<file path="config.mk">
export PLATFORM = sky130hd
export DESIGN_NAME = cbus_share_arbiter
export DESIGN_NICKNAME = d
export VERILOG_FILES = /design/src/rtl/cbus_share_arbiter.sv
export SDC_FILE = /design/constraint.sdc
export NUM_CORES = 1
export LEC_CHECK = 0
export CAP_MARGIN = 20
export CELL_PAD_IN_SITES_DETAIL_PLACEMENT = 1
export CELL_PAD_IN_SITES_GLOBAL_PLACEMENT = 1
export CORE_AREA = 2 2 214 216
export DETAILED_ROUTE_END_ITERATION = 8
export DIE_AREA = 0 0 216 218
export PLACE_DENSITY_LB_ADDON = 0.1
export SYNTH_ARGS = -nofsm -noshare
export SYNTH_HDL_FRONTEND = slang
export SYNTH_SLANG_ARGS = --single-unit
</file>
<file path="constraint.sdc">
create_clock -name clk -period 1.8 [get_ports clk]
set_clock_uncertainty 0.1 [all_clocks]
set_input_delay 0.27 -clock clk [delete_from_list [all_inputs] [get_ports clk]]
set_output_delay 0.27 -clock clk [all_outputs]
set_load 0.02 [all_outputs]
</file>
<file path="src/rtl/cbus_share_arbiter.sv">
// cbus_share_arbiter: shares one MMU/cbus port between the instruction-fetch
// requester (ireq/iresp) and the data-memory requester (dreq/dresp).
// Latency: one bubble cycle from request to oreq; responses are combinational.
// Backpressure: the non-owner is ignored while busy and must hold its request.
// Grants are non-preemptive and are released on ready && last or owner abort.
//
// Ports:
//   clk, reset         clock; asynchronous active-high reset
//   ireq  / iresp      instruction-side request in / response out
//   dreq  / dresp      data-side request in / response out
//   oreq  / oresp      request to the MMU / response from the MMU
//   grant              one-hot owner (bit0 = I, bit1 = D), 2'b00 when idle
//   busy               a transaction is in flight
//
// Build option: CBUS_ARB_RR_EN selects round-robin tie-breaking. Without it,
// ties go to the data side (fixed priority D over I).

package cbus_pkg;

  typedef logic [3:0] cbus_len_t;

  // Burst length encoding: number of beats minus one.
  localparam cbus_len_t MLEN1  = 4'd0;
  localparam cbus_len_t MLEN2  = 4'd1;
  localparam cbus_len_t MLEN4  = 4'd3;
  localparam cbus_len_t MLEN8  = 4'd7;
  localparam cbus_len_t MLEN16 = 4'd15;

  typedef struct packed {
    logic        valid;
    logic        is_write;
    logic [2:0]  size;
    logic [31:0] addr;
    logic [7:0]  strobe;
    logic [63:0] data;
    cbus_len_t   len;
  } cbus_req_t;

  typedef struct packed {
    logic        ready;
    logic        last;
    logic [63:0] data;
  } cbus_resp_t;

endpackage

module cbus_share_arbiter
  import cbus_pkg::*;
(
  input  logic       clk,
  input  logic       reset,
  input  cbus_req_t  ireq,
  output cbus_resp_t iresp,
  input  cbus_req_t  dreq,
  output cbus_resp_t dresp,
  output cbus_req_t  oreq,
  input  cbus_resp_t oresp,
  output logic [1:0] grant,
  output logic       busy
);

  localparam logic [0:0] IDLE = 1'b0;
  localparam logic [0:0] BUSY = 1'b1;

  logic [0:0] state;
  logic [0:0] state_next;
  logic       sel;        // current owner: 0 = I, 1 = D
  logic       sel_next;
  logic       last_sel;   // owner of the most recently completed transaction
  logic       last_sel_next;
  logic       pick;       // arbitration winner while idle
  logic       any_valid;
  logic       owner_valid;
  logic       done;

  assign any_valid   = ireq.valid | dreq.valid;
  assign owner_valid = sel ? dreq.valid : ireq.valid;
  assign done        = oresp.ready & oresp.last;

`ifdef CBUS_ARB_RR_EN
  // Round-robin: on a tie the side that did not complete last wins; a lone
  // requester always wins.
  always_comb begin
    pick = 1'b0;
    if (ireq.valid && dreq.valid) begin
      pick = ~last_sel;
    end else begin
      pick = dreq.valid;
    end
  end
`else
  // Fixed priority, data side first. last_sel is still tracked so both builds
  // share the same state machine, but nothing consumes it here.
  always_comb begin
    pick = dreq.valid;
  end

  logic unused_last_sel;
  assign unused_last_sel = last_sel;
`endif

  // Next-state logic. Completion takes precedence over an abort seen in the
  // same cycle so the final beat is always credited to last_sel.
  always_comb begin
    state_next    = state;
    sel_next      = sel;
    last_sel_next = last_sel;
    case (state)
      IDLE: begin
        if (any_valid) begin
          state_next = BUSY;
          sel_next   = pick;
        end
      end
      BUSY: begin
        if (done) begin
          state_next    = IDLE;
          last_sel_next = sel;
        end else if (!owner_valid) begin
          state_next = IDLE;
        end
      end
      default: begin
        state_next = IDLE;
      end
    endcase
  end

  always_ff @(posedge clk or posedge reset) begin
    if (reset) begin
      state    <= IDLE;
      sel      <= 1'b0;
      last_sel <= 1'b1;   // first round-robin tie goes to the instruction side
    end else begin
      state    <= state_next;
      sel      <= sel_next;
      last_sel <= last_sel_next;
    end
  end

  // Outputs are decoded from registered state only, so an asynchronous reset
  // drops oreq.valid and both responses immediately. MMU responses arriving
  // while idle fall through to the zero defaults and are discarded.
  always_comb begin
    oreq  = '0;
    iresp = '0;
    dresp = '0;
    grant = 2'b00;
    busy  = 1'b0;
    if (state == BUSY) begin
      busy = 1'b1;
      if (sel) begin
        oreq  = dreq;
        dresp = oresp;
        grant = 2'b10;
      end else begin
        oreq  = ireq;
        iresp = oresp;
        grant = 2'b01;
      end
    end
  end

endmodule

</file>
Word-level counts from Yosys, hierarchy flattened

Cells that the tools add are included.

Output and inout bits: 248
Input bits: 294
Register bits after elaboration: 2
Latch bits: 0
Word-level logic and storage cells: 20
Memories kept: 0
ROM bits: 0
RAM bits: 0

Reductions and logical operators: 1
Shift-type cells: 0
$mul: 0
Divide/modulo/power cells: 0
Mux-type cells: 14
Bitwise operators: 3
Magnitude comparators: 0
Add/subtract/negate cells: 0
Eq/ne operators: 0

Operators by type and width:

| kind                            | number |
|---|---|
| 2-to-1 mux 66 bit               | 4 |
| 2-to-1 mux 113 bit              | 2 |
| 2-to-1 mux 1 bit                | 5 |
| 2-to-1 mux 2 bit                | 2 |
| case mux 1 bit (2 select lines) | 1 |
| AND reduction 2 bit             | 1 |
| AND 1 bit                       | 1 |
| NOT 1 bit                       | 1 |
| bitwise OR 1 bit                | 1 |

Depth between registers and ports, before layout

Gate-level depths: netlist of the first run.

Depth after elaboration: 4
Depth in mapped cells: 5
Mapped depth without buffers: 2

Worst setup path before layout of the first run

OpenSTA, ideal clock, no wires.

Kind: register -> output
Start point: register state
End point: output oreq[100] (netlist name)
Cell stages (with the launch flop): 6
Slack: 0.106 ns
Path buffers: 3
Data arrival time: 1.324 ns
Data required time: 1.430 ns
Cells stage by stage: dfrtp_1 buf_4 inv_2 buf_4 clkbuf_1 nor2_1

RTL lines:

| item                     | RTL line | RTL |
|---|---|---|
| start: declaration       | 65       | `logic [0:0] state;` |
| start signal: assignment | 135      | `state <= state_next;` |
| end: declaration         | 56       | `output cbus_req_t oreq,` |

==> results of run 1 <==
==> layer usage <==
metal	track usage, %	wire length [um]	vias to the layer above
li1	-	-	2527
met1	11.2	10800	2459
met2	20.0	15100	252
met3	3.28	2380	10
met4	1.07	225	0
met5	0	0	-
==> registers in the layout, summed over array words and instances, names as in the netlist <==
register  flops
sel           1
state         1
==> kinds of logic after synthesis <==
logic type	after synthesis	synth area share, %
buffers and inverters	49	12.6
and+or+nand+nor	248	44.8
DFF	2	1.76
muxes	113	39.7
AOI/OAI and AO/OA	4	1.18
==> synthesized netlist by cell type, drive strengths merged, types with 2 or more instances <==
cell type  number
dfrtp           2
mux2i         113
buf            23
nor2          113
and3           66
and2           67
inv             2
clkbuf         24
==> placed cells by master, fill, tap and decap left out, types with 17 or more instances in the layout <==
master	Yosys	final
clkdlybuf4s50_1	0	294
buf_4	2	115
nor2_1	113	112
mux2i_1	113	107
and3_1	66	66
buf_6	1	63
clkbuf_2	9	60
and2_4	0	50
buf_2	8	27
and2_1	67	17
buf_12	1	17
==> power groups by stage <==
stage | combinational, uW | clock, uW | sequential [uW]
CTS | 6550 | 346 | 80.8
global route | 7940 | 350 | 84.2
finish | 7440 | 338 | 81.0
global placement | 6970 | 0 | 81.4
floorplan | 3470 | 0 | 79.7
detailed placement | 6880 | 0 | 81.2
==> through the flow <==
stage                     instance area [um2]  std cells  hold WS, ns  setup TNS, ns  setup slack (ns)
final                                    9350       1584        0.107         -15.67            -0.215
after global routing                     9350       1584        0.126         -27.38            -0.302
after CTS                                8950       1550        0.113         -37.22            -0.242
after detailed placement                 9010       1540        0.350         -55.61            -0.346
after global placement                   9010       1540        0.337         -57.08            -0.351
after floorplan                          2850        416      -0.0888              0             0.106
==> what timing repair did <==
action,in CTS,in global routing
setup endpoints to repair,243,244
gates resized for setup,513,548
hold buffers,0,0
pin swaps,0,25
gates cloned,1,11
setup buffers,6,21
==> cell type report <==
type                            instances  share of cell area, %
Antenna cell                            2                 0.0535
Clock buffer                            3                  0.803
Inverter                                2                  0.134
Multi-Input combinational cell        365                   28.1
Sequential cell                         2                  0.589
Tap cell                              600                   8.03
Timing Repair Buffer                  610                   62.3
==> critical path, delay by kind of cell (launching register included) <==
family	cells	cell delay (ns)
buf+inv	3	0.67
flops	1	0.44
mux	1	0.23
simple gates	1	0.06
==> path summary, 6_finish.rpt <==
check | endpoint | slack (ns)
min in group clk | sel | 0.71
max in group asynchronous | state | 1.36
setup reg to reg | state | 0.49
hold reg to reg | sel | 0.71
hold / removal | sel | 0.11
setup / recovery | oreq[11] | -0.21
==> results.toml, run 1 <==
[global_route]
grt_usage_pct = 10.3
globalRouteOverflowTotal = 0
first_global_vias = 5556
antenna_found_initial = 2
grt_pass1_wl_mm = 37.1
grt_max_degree = 42

[die]
ios = 542
rows = 78
core_um2 = 44900
die-area_um2 = 47100
initial_core_util_pct = 6.35
die_x_um = 216
die_y_um = 218

[timing]
rsz0062_at_grt = "yes"
timing.final.ws_setup_ns = -0.215
min_period_ns = 2.01
max_freq_ghz = 0.496
post-route-period-util_pct = 112
maxSlewViolCount = 0
tightest_slew_ns = 0.274
setup_viol = 161
hold_viol_final = 0
max-slew-margin-rel_pct = 81.6

[clock_tree]
cts_root_buf = "clkbuf_16"
clock_sinks = 2
ctsLongestPathBuffers = 2
htree_levels = 1
path_clk_slew_ns = 0.03
cts_tree = "yes"
clock_latency_ns = 0.22
numCtsBuffers = 3

[power_and_ir_drop]
cellInternalPower_uw = 4060
irDropWorstVdd_v = 0.000294
p_clk_share_pct = 4.3
power.density_nw_per_um2 = 841
seqPwrFrac_pct = 1.0
leakage_uw = 0.00463
p_sw_uw = 3800
sw_frac_of_total_pct = 48.3
finalPower_uw = 7860
p_comb_share_pct = 94.7

[setup_path]
rr_startpoint = "state"
critical_path_class = "reg2out"
cpPeakStageDelay_ns = 0.44
slowest_stage = "dfrtp_4"
cp_max_fo = 10
cp-end-kind = "output port"
cp-start-kind = "flip-flop"
path_cells = "buf_12, buf_6, mux2i_1, nor2_1, dlygate4sd2_1"
rr_worst_depth = 4
cp.required_ns = 1.43
crit_start = "sel"
critPathArrivalTime_ns = 1.64

[routing]
dr.pass1.iters = 4
drt.antenna.violating_nets = 0
wl_per_cell_um = 18.0
drc = 0
via_count = 5248
viasPerCell = 3.31
drtIter0Drc = 105
routed_wl_mm = 28.5

[cells_and_area]
drive_above_1_share_pct = 37.3
synthToLayoutAreaGrowth_pct = 228
final_nets = 1278
final_util_pct = 20.8
seq_area_um2 = 55.1
nFillCells = 5379
multi_input_area_um2 = 2630

[synthesis]
synthTopCellsByArea = "mux2i_1 40%, nor2_1 15%, and2_1 15%"
yosysSeqAreaShare_pct = 1.76
synth_top_cell_by_area = "mux2i_1"
synthCells = 416
async_reset_ff_share_pct = 100
ys_seq_elements = 2
syn_avg_cell_area_um2 = 6.85
synthDistinctLibCells = 20
synth_nets = 710
synth_area_um2 = 2850
yosys.area.top_type_share_pct = 39.7
synth_ff_type = "dfrtp_1"
synth_edf_count = 0
synth_warnings = 0

[run_status]
status = "finished, violations left"
violations = "setup timing"

[flow_run]
max_cap_viol_count = 0

[worst_hold_path]
hp-class = "in2async"

[placement]
place_congestion = 0.743
dpl.hpwl_mm = 22.5
numPortBuffers = 541
(Power assumes the default switching activity.)
==> run 2: changes to the inputs <==
--- a/config.mk
+++ b/config.mk
@@ -11,7 +11,7 @@
 export CORE_AREA = 2 2 214 216
 export DETAILED_ROUTE_END_ITERATION = 8
 export DIE_AREA = 0 0 216 218
-export PLACE_DENSITY_LB_ADDON = 0.1
+export PLACE_DENSITY = 0.54
 export SYNTH_ARGS = -nofsm -noshare
 export SYNTH_HDL_FRONTEND = slang
 export SYNTH_SLANG_ARGS = --single-unit
==> results.toml, run 2 (synthesized netlist as in run 1, its figures left out) <==
[cells_and_area]
final_nets = 1299
final_cells = 1603
layout_common_cells = "293 x clkdlybuf4s50_1, 121 x buf_6, 115 x buf_4"
seq_area_um2 = 55.1
multi_input_area_um2 = 2780
largestRegisters = "sel x1, state x1"
diodes = 0
final_util_pct = 22.3
synthToLayoutAreaGrowth_pct = 251
drive_above_1_share_pct = 44.1
nFillCells = 5314
final_common_cell = "clkdlybuf4s50_1"

[run_status]
violations = "setup timing"
status = "finished, violations left"

[power_and_ir_drop]
leakage_uw = 0.00481
finalPower_uw = 8600
irDropWorstVdd_v = 0.000324
power.density_nw_per_um2 = 860

[timing]
hold_viol_final = 0
max_freq_ghz = 0.502
maxSlewViolCount = 0
setup_viol = 201
rsz0062_at_grt = "yes"
timing.final.ws_setup_ns = -0.190
max-slew-margin-rel_pct = 83.9
tightest_slew_ns = 0.242
min_period_ns = 1.99
post-route-period-util_pct = 111

[setup_path]
cp-start-kind = "flip-flop"
cp_max_fo = 8
rr_worst_depth = 3
critPathArrivalTime_ns = 1.62
reg2reg_slack_ns = 0.55
cp-end-kind = "output port"
cp.required_ns = 1.43
critical_path_class = "reg2out"

[routing]
drtIter0Drc = 118
dr.pass1.iters = 4
drt.antenna.violating_nets = 0
via_count = 5359
routed_wl_mm = 27.0
viasPerCell = 3.34
drc = 0
wl_per_cell_um = 16.8

[clock_tree]
numCtsBuffers = 3
ctsLongestPathBuffers = 2
postCtsHoldBufs = 0
clock_latency_ns = 0.22
cts_root_buf = "clkbuf_16"
clock_sinks = 2
htree_levels = 1
cts_tree = "yes"
path_clk_slew_ns = 0.03

[global_route]
grt_max_degree = 45
grt_usage_pct = 9.88
globalRouteOverflowTotal = 0
first_global_vias = 5312
grt_pass1_wl_mm = 35.7
antenna_found_initial = 0

[placement]
numPortBuffers = 541
dp_cells = 1551
place_congestion = 0.782
dpl.hpwl_mm = 21.2

[die]
rows = 78
ios = 542
core_um2 = 44900
die_y_um = 218
die_x_um = 216
die-area_um2 = 47100
initial_core_util_pct = 6.35

[flow_run]
max_cap_viol_count = 0

[worst_hold_path]
hp-class = "in2async"
## run 2: cell count changes in the layout (fill, tap and decap cells not counted), sizes merged
| cell | previous run | this run |
|---|---|---|
| buf | 229 | 289 |
| clkbuf | 71 | 45 |
| dlygate4sd2 | 14 | 2 |
| diode | 2 | 0 |
| clkdlybuf4s15 | 5 | 4 |
| clkdlybuf4s50 | 294 | 293 |
| dlymetal6s2s | 0 | 1 |
## run 2: area by class of cell
class / count / share of cell area, %
multi-input combinational: 365 / 27.7
timing repair buffer: 631 / 63.4
tap: 600 / 7.50
clock buffer: 3 / 0.750
inverter: 2 / 0.100
sequential: 2 / 0.550
## run 2: metal layers
| layer | vias to the layer above | global-route usage, % | part of all wire (%) |
|---|---|---|---|
| met3 | 14 | 2.50 | 7.3 |
| met4 | 0 | 0.799 | 0.74 |
| met2 | 253 | 17.6 | 50 |
| met5 | - | 0 | 0 |
| met1 | 2513 | 12.4 | 42 |
| li1 | 2579 | - | - |
## run 2: critical path: stages (launching register included)
cell and delay, ns:
dfrtp_4 0.54, buf_12 0.18, buf_12 0.15, buf_6 0.11
mux2i_1 0.17, nor2_1 0.08, buf_4 0.16
## run 2: power by group
group	total, uW	switching (uW)	internal, uW
clock network	331	48.8	282
logic	8170	3820	4350
registers	106	43.3	63.0
## run 2: path summary, 6_finish.rpt
check	start	endpoint
worst max-delay path	sel	oreq[26]
min in group clk	dreq[112]	state
worst max register to register	sel	state
worst min register to register	state	state
worst min-delay path	reset	state
max in group asynchronous	reset	sel
## run 2: repair_timing
| item | in CTS | in global routing |
|---|---|---|
| endpoints found under the setup margin | 245 | 248 |
| buffers inserted | 22 | 18 |
| pin swaps | 6 | 62 |
| gates cloned | 6 | 10 |
| resized for setup | 933 | 426 |
## run 2: per-stage QoR
step	area (um2)	TNS, ns	hold slack, ns	setup WS [ns]
2_1_floorplan	2850	0	-0.0888	0.106
3_3_place_gp	9190	-54.61	0.335	-0.401
3_5_place_dp	9190	-58.74	0.346	-0.396
4_1_cts	9300	-32.79	0.118	-0.288
5_1_grt	10000	-29.05	0.149	-0.240
6_report	10000	-16.57	0.116	-0.190
